**config.mk**
```make
export PLATFORM = sky130hd
export DESIGN_NAME = cdtimer
export DESIGN_NICKNAME = d
export VERILOG_FILES = /design/src/rtl/cdtimer_pkg.sv /design/src/rtl/tick_gen.sv /design/src/rtl/cdtimer.sv
export SDC_FILE = /design/constraint.sdc
export NUM_CORES = 1
export LEC_CHECK = 0
export ABC_CLOCK_PERIOD_IN_PS = 6130
export CORE_ASPECT_RATIO = 0.75
export CORE_MARGIN = 2
export CORE_UTILIZATION = 45
export DETAILED_ROUTE_END_ITERATION = 12
export PLACE_DENSITY = 0.69
export SETUP_SLACK_MARGIN = 0.1
export SLEW_MARGIN = 30
export SYNTH_ARGS = -nofsm -noshare
export SYNTH_HDL_FRONTEND = slang
export SYNTH_SLANG_ARGS = --single-unit
```
**constraint.sdc**
```tcl
create_clock -name clk -period 6.13 [get_ports clk]
set_clock_uncertainty 0.15 [all_clocks]
set_input_delay 1.5325 -clock clk [delete_from_list [all_inputs] [get_ports clk]]
set_output_delay 1.5325 -clock clk [all_outputs]
set_load 0.02 [all_outputs]
```
**src/rtl/cdtimer_pkg.sv**
```systemverilog
// cdtimer_pkg: shared address map and CTL bit positions for the countdown timer.
package cdtimer_pkg;
    localparam int ADDR_WIDTH = 16;
    localparam logic [ADDR_WIDTH-1:0] TIMER_CNT_ADDR = ADDR_WIDTH'(16'h002);
    localparam logic [ADDR_WIDTH-1:0] TIMER_CTL_ADDR = ADDR_WIDTH'(16'h004);
    localparam int TIMER_IF = 0;
    localparam int TIMER_IE = 1;
endpackage

```
**src/rtl/tick_gen.sv**
```systemverilog
// tick_gen: free-running prescaler emitting a one-cycle tick at TICK_HZ.
module tick_gen #(
    parameter int CLOCK_HZ = 27_000_000,
    parameter int TICK_HZ  = 1000
) (
    input  logic clk,
    input  logic rst,
    output logic tick
);
    localparam int DIV = CLOCK_HZ / TICK_HZ;
    localparam int W = $clog2(DIV);
    localparam logic [W-1:0] RELOAD = W'(DIV - 1);
    logic [W-1:0] cnt;
    always_ff @(posedge clk) begin
        if (rst) cnt <= RELOAD;
        else cnt <= (cnt == '0) ? RELOAD : cnt - 1'b1;
    end
    assign tick = cnt == '0;
endmodule

```
**src/rtl/cdtimer.sv**
```systemverilog
// cdtimer: memory-mapped 16-bit countdown timer (CNT at 002h, CTL at 004h) with
// interrupt flag/enable and registered read data for the shared CPU bus.
module cdtimer
    import cdtimer_pkg::*;
#(
    parameter int CLOCK_HZ = 27_000_000,
    parameter int TICK_HZ  = 1000
) (
    input  logic                  clk,
    input  logic                  rst,
    input  logic [ADDR_WIDTH-1:0] mem_addr,
    input  logic                  wr_mem,
    input  logic                  byt,
    input  logic [15:0]           wr_data,
    output logic [15:0]           rd_data,
    output logic                  irq
);
    logic        tick;
    logic [15:0] cnt, cnt_n;
    logic        if_r, ie_r, if_n, ie_n;
    logic        sel_cnt, sel_ctl, cnt_wr, ctl_wr, wr_lo, wr_hi, expire;

    tick_gen #(.CLOCK_HZ(CLOCK_HZ), .TICK_HZ(TICK_HZ)) u_tick (
        .clk  (clk),
        .rst  (rst),
        .tick (tick)
    );

    always_comb begin
        sel_cnt = mem_addr[ADDR_WIDTH-1:1] == TIMER_CNT_ADDR[ADDR_WIDTH-1:1];
        sel_ctl = mem_addr[ADDR_WIDTH-1:1] == TIMER_CTL_ADDR[ADDR_WIDTH-1:1];
        cnt_wr  = wr_mem & sel_cnt;
        ctl_wr  = wr_mem & sel_ctl & ~(byt & mem_addr[0]);
        wr_lo   = cnt_wr & (~byt | ~mem_addr[0]);
        wr_hi   = cnt_wr & (~byt | mem_addr[0]);
        // A bus write to CNT always beats the tick, so expiry is suppressed then.
        expire  = tick & ~cnt_wr & (cnt == 16'd1);
        cnt_n   = cnt_wr ? {wr_hi ? wr_data[15:8] : cnt[15:8], wr_lo ? wr_data[7:0] : cnt[7:0]}
                : (tick && cnt != 16'd0) ? cnt - 16'd1 : cnt;
        if_n    = (ctl_wr ? wr_data[TIMER_IF] : if_r) | expire;
        ie_n    = ctl_wr ? wr_data[TIMER_IE] : ie_r;
    end

    always_ff @(posedge clk) begin
        if (rst) begin
            cnt     <= '0;
            if_r    <= 1'b0;
            ie_r    <= 1'b0;
            rd_data <= '0;
            irq     <= 1'b0;
        end else begin
            cnt     <= cnt_n;
            if_r    <= if_n;
            ie_r    <= ie_n;
            rd_data <= sel_cnt ? cnt : sel_ctl ? {14'b0, ie_r, if_r} : 16'h0;
            irq     <= if_r & ie_r;
        end
    end
endmodule

```
==> results.json, run 1 <==
{
  "hold_viol": 0,
  "cts_max_level": 2,
  "worst-setup-path-type": "input pin to flip-flop",
  "floorplan.die.width_um": 88.2,
  "status": "finished clean",
  "grt_max_degree": 24,
  "dr_wl_met2_mm": 2.21,
  "rsz0062_at_grt": "no",
  "pwr-share-comb_pct": 7.3,
  "cts_max_path_buffers": 2,
  "post_drt_wl_per_cell_um": 14.7,
  "pre_cts_slack_ns": 2.03,
  "worstHoldPathType": "flip-flop to flip-flop",
  "root_buffer": "clkbuf_8",
  "post-synth-top-area-cell": "dfxtp_1",
  "firstDrtPassIters": 5,
  "post-dp-hpwl_mm": 4.42,
  "nFillCells": 471,
  "slew_viol_final": 0,
  "start_util_pct": 47.8,
  "cts.sinks": 50,
  "synth-seq-cells": 50,
  "post-route-min-period_ns": 3.83,
  "required_ns": 6.21,
  "place.gp.congestion": 0.863,
  "drv_cap": 0,
  "setup_viol_count_final": 0,
  "die_h_um": 67.2,
  "cts.clk_slew.worst_paths_ns": 0.09,
  "vias": 2244,
  "netlist.area_leader.share_pct": 41.8,
  "drt_iter0_drc": 247,
  "wl_met1_mm": 3.15,
  "tns_ns": 0,
  "routed.top_layer": "met4",
  "hold_buffers": 0,
  "syn2layout_area_growth_pct": 27.5,
  "grt_pass1_wl_mm": 9.84,
  "grt-ovfl-total": 0,
  "cts-resized-gates": 0,
  "port_buffers": 52,
  "layout-drive-gt1-share_pct": 5.17,
  "swShare_pct": 22.9,
  "totalWireLength_mm": 5.91,
  "p_per_area_nw_per_um2": 183,
  "syn_area_um2": 2390,
  "numCtsBuffers": 5,
  "p_leak_nw": 1.07,
  "avgSynthCellArea_um2": 8.67,
  "synth_edf_count": 0,
  "p_int_uw": 431,
  "clock_latency_ns": 0.30,
  "num_antenna_cells": 0,
  "postSynth.asyncResetShare_pct": 0,
  "post_cts_buffers": 0,
  "drc_errors": 0,
  "ys_warn_count": 0,
  "p_clk_share_pct": 34.1,
  "synth_cell_types": 50,
  "final_cell_count_no_fill": 401,
  "grt_util_all_layers_pct": 21.4,
  "nNetsFinal": 368,
  "fin_ws_ns": 2.30,
  "postSynthCellCount": 276,
  "synth.area.top_cells": "dfxtp_1, nand2_1, nor2_1, and2_1, a21oi_1",
  "power_frac_seq_pct": 58.6,
  "cts_tree": "built",
  "mostFrequentLayoutCell": "clkdlybuf4s50_1",
  "period_share_pct": 62.5,
  "switchingPower_uw": 128,
  "dieArea_um2": 5920,
  "synth_fp_nets": 316,
  "slew_headroom_pct": 36.0,
  "numPlacedInstances": 393,
  "worst_pin_slew_ns": 0.953,
  "coreArea_um2": 5010,
  "via_per_inst": 5.60,
  "peakVddDrop_mv": 0.0902,
  "ys_seq_area_share_pct": 41.8,
  "grt_pass1_vias": 2031,
  "ant_nets": 0,
  "layout.cells.most_common_list": "clkdlybuf4s50_1, dfxtp_1, nand2_1",
  "antenna_found_initial": 0,
  "io_pins": 53,
  "cp-start-kind": "input pin",
  "endpoint_kind": "flip-flop",
  "synthFlopType": "dfxtp_1",
  "fmax_mhz": 261,
  "rows": 22,
  "critical_path_arrival_ns": 3.92,
  "wl_met3_um": 470,
  "crit_path_max_fanout": 8,
  "postLayoutCoreUtil_pct": 60.9
}
final timing paths:
check / startpoint / endpoint / slack, ns / depth (start not counted)
hold reg to reg: u_tick.cnt[0]$_SDFF_PP1_ / u_tick.cnt[0]$_SDFF_PP1_ / 0.28 / 1
hold / removal: u_tick.cnt[0]$_SDFF_PP1_ / u_tick.cnt[0]$_SDFF_PP1_ / 0.28 / 1
setup / recovery: mem_addr[10] / cnt[1]$_SDFFE_PP0P_ / 2.30 / 6
setup reg to reg: cnt[7]$_SDFFE_PP0P_ / cnt[6]$_SDFFE_PP0P_ / 3.60 / 5
power groups by stage:
stage               clock network, mW  logic (mW)  registers (mW)
finish                          0.191      0.0410           0.328
global route                    0.205      0.0446           0.328
CTS                             0.195      0.0408           0.328
detailed placement                  0      0.0406           0.336
global placement                    0      0.0405           0.336
floorplan                           0      0.0115           0.335
critical path: stages:
cell and delay (ns):
clkdlybuf4s50_1 0.41, nor4_2 0.41, nand4_1 0.31, nor3_1 0.85, o221ai_1 0.24, a21oi_1 0.17
synthesized netlist by cell type, types with 2 or more instances:
| cell type | count |
|---|---|
| dfxtp_1 | 50 |
| nand2_1 | 31 |
| nor2_1 | 25 |
| a21oi_1 | 16 |
| and2_1 | 14 |
| nand3_1 | 12 |
| nor4_1 | 9 |
| nor3_1 | 7 |
| o21ai_0 | 7 |
| inv_1 | 6 |
| nand2b_1 | 6 |
| nand4_1 | 6 |
| or3_1 | 6 |
| o211ai_1 | 5 |
| xnor2_1 | 5 |
| xor2_1 | 5 |
| a22oi_1 | 4 |
| a32oi_1 | 4 |
| ha_1 | 4 |
| nor2b_1 | 4 |
| or4_1 | 4 |
| clkbuf_1 | 3 |
| nand4b_1 | 3 |
| a22o_1 | 2 |
| a31oi_1 | 2 |
| and3_1 | 2 |
| and4_1 | 2 |
| buf_2 | 2 |
| buf_6 | 2 |
| mux2i_1 | 2 |
| nor3b_1 | 2 |
| nor4_2 | 2 |
| nor4b_1 | 2 |
| o311ai_0 | 2 |
| o31ai_1 | 2 |
| or4_4 | 2 |
layer usage:
layer  up-vias  track usage, %
li1       1124               -
met3        11            4.52
met2       103            29.6
met4         0            6.25
met1      1006            33.2
met5         -               0
final cells by class:
type	instances	area (um2)	share of cell area, %
multi-input cells	212	1320	43.3
flip-flops and latches	50	1000	32.8
repair buffers	53	528	17.3
well taps	72	90.1	2.95
clock buffers	5	68.8	2.26
inverters	6	22.5	0.738
clock inverters	3	18.8	0.615
state kept, by name (all words and copies together), names as in the netlist:
signal,count
u_tick.cnt,15
rd_data,16
cnt,16
if_r,1
irq,1
ie_r,1
through the flow:
stage	instance area [um2]	power (mW)	hold slack, ns
floorplan	2390	0.347	0.234
global placement	2960	0.376	0.251
detailed placement	2960	0.376	0.258
CTS	3050	0.564	0.281
global route	3050	0.578	0.312
finish	3050	0.560	0.278
cell families after synthesis:
kind of cell | share of synthesized area, %
multiplexers | 1.31
flip-flops | 41.8
AND/OR/NAND/NOR | 33.1
adder cells (fa/ha/maj) | 2.09
XOR/XNOR | 3.66
buffers and inverters | 2.93
AO/OA/AOI/OAI | 15.1
No activity file was read; power rests on OpenSTA's default activity.
==> run 2, diff against run 1 <==
--- a/config.mk
+++ b/config.mk
@@ -5,12 +5,12 @@
 export SDC_FILE = /design/constraint.sdc
 export NUM_CORES = 1
 export LEC_CHECK = 0
-export ABC_CLOCK_PERIOD_IN_PS = 6130
+export ABC_CLOCK_PERIOD_IN_PS = 3200
 export CORE_ASPECT_RATIO = 0.75
 export CORE_MARGIN = 2
 export CORE_UTILIZATION = 45
 export DETAILED_ROUTE_END_ITERATION = 12
-export PLACE_DENSITY = 0.69
+export PLACE_DENSITY = 0.72
 export SETUP_SLACK_MARGIN = 0.1
 export SLEW_MARGIN = 30
 export SYNTH_ARGS = -nofsm -noshare
==> constraint.sdc (replaced) <==
create_clock -name clk -period 3.2 [get_ports clk]
set_clock_uncertainty 0.15 [all_clocks]
set_input_delay 0.8 -clock clk [delete_from_list [all_inputs] [get_ports clk]]
set_output_delay 0.8 -clock clk [all_outputs]
set_load 0.02 [all_outputs]
==> run 2 against run 1 <==
  * Routed wire length increased by 1.3%
  * Die area unchanged
  * Sequential power increased by 91%
  * Core utilization increased by 1.1 points
  * Sequential share of layout area decreased by 0.58 points
  * Worst setup slack got worse by 1.8 ns
  * Clock power increased by 110%
  * Cell count increased by 1.2%
  * Worst hold slack got worse by 0.0060 ns
  * Highest routed layer unchanged
==> results.json, run 2 (synthesized netlist as in run 1, its figures left out) <==
{
  "dieArea_um2": 5920,
  "cts.clk_slew.worst_paths_ns": 0.09,
  "busiest_layer": "met2",
  "mostFrequentLayoutCell": "clkdlybuf4s50_1",
  "min_to": "u_tick.cnt[0]$_SDFF_PP1_",
  "floorplan.die.width_um": 88.2,
  "rows": 22,
  "min_from": "u_tick.cnt[0]$_SDFF_PP1_",
  "hold_buffers": 0,
  "postLayoutCoreUtil_pct": 62.0,
  "r2r_end": "cnt[15]$_SDFFE_PP0P_",
  "worstHoldPathType": "flip-flop to flip-flop",
  "post_cts_buffers": 0,
  "critical_path_arrival_ns": 2.84,
  "placed_area_um2": 3000,
  "io_pins": 53,
  "hold-worst-slack_ns": 0.272,
  "peakVddDrop_mv": 0.264,
  "period_share_pct": 85.5,
  "grt-ovfl-total": 0,
  "root_buffer": "clkbuf_8",
  "pre_cts_slack_ns": 0.196,
  "met1_usage_pct": 30.1,
  "num_antenna_cells": 0,
  "drt_iter0_drc": 190,
  "reg_top3": "cnt x16, rd_data x16, u_tick.cnt x15",
  "grt_util_all_layers_pct": 21.1,
  "worst_pin_slew_ns": 0.752,
  "reg2reg_from": "u_tick.cnt[2]$_SDFF_PP1_",
  "worst-setup-path-type": "input pin to flip-flop",
  "vias": 2314,
  "tns_ns": 0,
  "ant_nets": 0,
  "drc_errors": 0,
  "cts_tree": "built",
  "required_ns": 3.31,
  "p_leak_nw": 1.10,
  "cts_max_level": 2,
  "r2r_setup_slack_ns": 0.59,
  "use_met2_pct": 30.7,
  "start_util_pct": 47.8,
  "p_int_uw": 871,
  "switchingPower_uw": 243,
  "post-route-min-period_ns": 2.74,
  "grt_pass1_wl_mm": 9.51,
  "p_clk_share_pct": 36.4,
  "worstPathCellList": "clkdlybuf4s50_1, nor4_2, nand4_1, or3_1, a21oi_1, a22o_1",
  "power_frac_seq_pct": 56.4,
  "slew_viol_final": 0,
  "use_met3_pct": 6.60,
  "port_buffers": 52,
  "cp-startpoint": "mem_addr[10]",
  "die_h_um": 67.2,
  "slew_headroom_pct": 49.4,
  "worstHoldPathCells": 1,
  "antenna_found_initial": 0,
  "p_per_area_nw_per_um2": 359,
  "setup_viol_count_final": 0,
  "crit_slowest_cell": "or3_1",
  "rsz0062_at_grt": "no",
  "cts.sinks": 50,
  "status": "finished clean",
  "fmax_mhz": 365,
  "coreArea_um2": 5010,
  "post-dp-hpwl_mm": 4.53,
  "layout.cells.most_common_list": "clkdlybuf4s50_1, dfxtp_1, nand2_1",
  "critical_path.max_stage_delay_ns": 0.52,
  "cts_max_path_buffers": 2,
  "pwr-share-comb_pct": 7.2,
  "swShare_pct": 21.8,
  "endpoint_kind": "flip-flop",
  "syn2layout_area_growth_pct": 29.8,
  "post_drt_wl_per_cell_um": 14.7,
  "numCtsBuffers": 5,
  "nNetsFinal": 373,
  "crit_path_max_fanout": 6,
  "totalWireLength_mm": 5.98,
  "firstDrtPassIters": 5,
  "clock_latency_ns": 0.31,
  "via_per_inst": 5.70,
  "cp-start-kind": "input pin",
  "hold_viol": 0,
  "cts-resized-gates": 0,
  "r2r_cells": 5,
  "final_area_um2": 3110,
  "grt_pass1_vias": 1984,
  "place.gp.congestion": 0.898,
  "fin_ws_ns": 0.463,
  "grt_max_degree": 16,
  "drv_cap": 0,
  "layout-drive-gt1-share_pct": 6.59
}
==> run 2: changes by cell type in the layout (fill, tap and decap cells not counted), sizes merged <==
cell	change
clkinv	-1
buf	+5
inv	-1
clkbuf	+2
==> run 2: power groups by stage <==
| stage | combinational, mW | sequential, mW | clock (mW) |
|---|---|---|---|
| 6_report | 0.0801 | 0.628 | 0.406 |
| 5_1_grt | 0.0862 | 0.629 | 0.434 |
| 4_1_cts | 0.0799 | 0.628 | 0.414 |
| 3_5_place_dp | 0.0793 | 0.643 | 0 |
| 3_3_place_gp | 0.0788 | 0.643 | 0 |
| 2_1_floorplan | 0.0221 | 0.642 | 0 |
==> run 2: worst max path at each step <==
stage	endpoint	slack, ns	cells past startpoint
after floorplan	cnt[6]$_SDFFE_PP0P_	0.70	6
after global placement	cnt[13]$_SDFFE_PP0P_	0.26	6
after detailed placement	cnt[6]$_SDFFE_PP0P_	0.20	6
after CTS	cnt[6]$_SDFFE_PP0P_	0.52	6
after global routing	cnt[13]$_SDFFE_PP0P_	0.36	6
final	cnt[6]$_SDFFE_PP0P_	0.46	6
==> run 2: cell type report <==
| cell class | instances | area (um2) |
|---|---|---|
| fill | 458 | 1900 |
| multi-input combinational | 212 | 1320 |
| sequential | 50 | 1000 |
| timing repair buffer | 58 | 566 |
| clock buffer | 7 | 96.3 |
| tap | 72 | 90.1 |
| inverter | 6 | 22.5 |
| clock inverter | 1 | 8.76 |
==> run 2: metal layers <==
layer	wire length, um	vias up
met1	2930	1067
met4	68	0
li1	-	1128
met2	2430	109
met3	557	10
met5	0	-
==> run 2: per-stage QoR <==
step / power (mW) / instances
floorplan: 0.664 / 276
global placement: 0.721 / 398
detailed placement: 0.722 / 398
CTS: 1.12 / 406
global route: 1.15 / 406
finish: 1.11 / 406
==> run 2: worst max-delay path, delay by kind of cell <==
| kind | cells | cell delay (ns) |
|---|---|---|
| buffers and inverters | 1 | 0.41 |
| AOI/OAI and AO/OA | 2 | 0.36 |
| and+or+nand+nor | 3 | 1.27 |
==> run 3, diff against run 2 <==
--- a/config.mk
+++ b/config.mk
@@ -11,6 +11,7 @@
 export CORE_UTILIZATION = 45
 export DETAILED_ROUTE_END_ITERATION = 12
 export PLACE_DENSITY = 0.72
+export REMOVE_ABC_BUFFERS = 1
 export SETUP_SLACK_MARGIN = 0.1
 export SLEW_MARGIN = 30
 export SYNTH_ARGS = -nofsm -noshare
==> run 3 against run 2 <==
  * Critical path depth is the same
  * Sequential share of layout area fell by 0.091 points
  * Routed wire length increased by 0.43%
  * Core utilization is 0.17 points higher
  * Sequential power barely moved
  * Combinational power barely moved
  * Maximum frequency shrank 3.3%
  * Cell count up 0.49%
  * Global-route usage rose by 1.2 points
  * Clock power down 2%
  * Via count fell by 2.9%
  * Critical path type unchanged
  * Largest cell class unchanged
==> results.json, run 3 (synthesized netlist as in run 1, its figures left out) <==
{
  "status": "finished clean",
  "worst_pin_slew_ns": 0.795,
  "drv_cap": 0,
  "port_buffers": 52,
  "critical_path_arrival_ns": 2.94,
  "reg_top3": "cnt x16, rd_data x16, u_tick.cnt x15",
  "nNetsFinal": 375,
  "start_util_pct": 47.8,
  "swShare_pct": 23.0,
  "cp-startpoint": "wr_mem",
  "power_mw": 1.11,
  "crit_path_max_fanout": 9,
  "nFillCells": 466,
  "fmax_mhz": 353,
  "placed_area_um2": 3020,
  "reg2reg_from": "u_tick.cnt[2]$_SDFF_PP1_",
  "worstHoldPathType": "flip-flop to flip-flop",
  "io_pins": 53,
  "period_share_pct": 88.4,
  "vias": 2247,
  "slew_viol_final": 0,
  "numPlacedInstances": 400,
  "grt-ovfl-total": 0,
  "critical_path.max_stage_delay_ns": 0.54,
  "postLayoutCoreUtil_pct": 62.2,
  "tns_ns": 0,
  "root_buffer": "clkbuf_8",
  "syn2layout_area_growth_pct": 30.2,
  "worst-setup-path-type": "input pin to flip-flop",
  "post_drt_wl_per_cell_um": 14.7,
  "hold_buffers": 0,
  "cts_tree": "built",
  "place.gp.congestion": 0.890,
  "firstDrtPassIters": 4,
  "ant_nets": 0,
  "required_ns": 3.31,
  "min_from": "u_tick.cnt[0]$_SDFF_PP1_",
  "cts-resized-gates": 0,
  "cts_max_level": 2,
  "crit_slowest_cell": "clkdlybuf4s50_1",
  "layout.cells.most_common_list": "clkdlybuf4s50_1, dfxtp_1, nand2_1",
  "setup_viol_count_final": 0,
  "floorplan.die.width_um": 88.2,
  "switchingPower_uw": 254,
  "p_leak_nw": 1.11,
  "layout-drive-gt1-share_pct": 7.14,
  "p_clk_share_pct": 36.0,
  "via_per_inst": 5.51,
  "power_frac_seq_pct": 56.8,
  "endpoint_kind": "flip-flop",
  "pwr-share-comb_pct": 7.2,
  "cp-start-kind": "input pin",
  "cts.sinks": 50,
  "cpLargestDelayFamily": "simple AND/OR/NAND/NOR gates",
  "totalWireLength_mm": 6.01,
  "peakVddDrop_mv": 0.244,
  "grt_pass1_wl_mm": 10.1,
  "post-dp-hpwl_mm": 4.55,
  "p_int_uw": 852,
  "critPathBufInv": 1,
  "rsz0062_at_grt": "no",
  "worstPathCellList": "clkdlybuf4s50_1, nor4b_1, nand4_1, and3_1, a311oi_1, a22o_1",
  "drc_errors": 0,
  "num_antenna_cells": 0,
  "post_cts_buffers": 0,
  "final-seq-area_um2": 1000,
  "cts_max_path_buffers": 2,
  "clock_latency_ns": 0.31,
  "die_h_um": 67.2,
  "final_area_um2": 3120,
  "slew_headroom_pct": 46.5,
  "grt_pass1_vias": 2053,
  "cts.clk_slew.worst_paths_ns": 0.10,
  "dieArea_um2": 5920,
  "hold_viol": 0,
  "p_per_area_nw_per_um2": 355,
  "multi_input_area_um2": 1320,
  "post-route-min-period_ns": 2.83,
  "coreArea_um2": 5010,
  "mostFrequentLayoutCell": "clkdlybuf4s50_1",
  "numCtsBuffers": 5,
  "antenna_found_initial": 0,
  "grt_util_all_layers_pct": 22.3,
  "rows": 22,
  "final_cell_count_no_fill": 408,
  "drt_iter0_drc": 224,
  "grt_max_degree": 17
}
[run 3: cell types whose count changed in the layout (fill, tap and decap cells not counted)]
cell,change
buf_4,+2
clkbuf_8,-1
clkinv_4,-1
clkinvlp_4,+1
inv_6,+1
[run 3: routing by layer]
| metal | GRT usage (%) | up-vias | wire (um) |
|---|---|---|---|
| li1 | - | 1133 | - |
| met1 | 32.6 | 999 | 2980 |
| met4 | 4.92 | 0 | 42 |
| met5 | 0 | - | 0 |
| met2 | 31.5 | 109 | 2380 |
| met3 | 8.07 | 6 | 609 |
[run 3: worst paths after layout]
check / end / slack, ns / cells after the start
worst max-delay path: cnt[6]$_SDFFE_PP0P_ / 0.37 / 6
worst min-delay path: u_tick.cnt[0]$_SDFF_PP1_ / 0.28 / 1
worst max register to register: cnt[15]$_SDFFE_PP0P_ / 0.76 / 5
worst min register to register: u_tick.cnt[0]$_SDFF_PP1_ / 0.28 / 1
[run 3: power by group through the flow]
stage                     clock, mW  combinational (mW)  sequential [mW]
after detailed placement          0              0.0795            0.643
final                         0.398              0.0799            0.628
after global routing          0.434              0.0874            0.629
after global placement            0              0.0792            0.643
after floorplan                   0              0.0192            0.642
after CTS                     0.400              0.0801            0.628
[run 3: area by class of cell]
| cell class | count | share of cell area, % |
|---|---|---|
| multi-input combinational | 212 | 42.4 |
| sequential | 50 | 32.1 |
| timing repair buffer | 60 | 18.6 |
| tap | 72 | 2.89 |
| clock buffer | 6 | 2.65 |
| inverter | 6 | 0.723 |
| clock inverter | 2 | 0.522 |
[run 3: stage by stage]
stage,setup WS (ns),hold slack (ns)
4_1_cts,0.395,0.277
3_3_place_gp,0.217,0.251
2_1_floorplan,0.713,0.234
6_report,0.371,0.279
5_1_grt,0.181,0.300
3_5_place_dp,0.0948,0.257
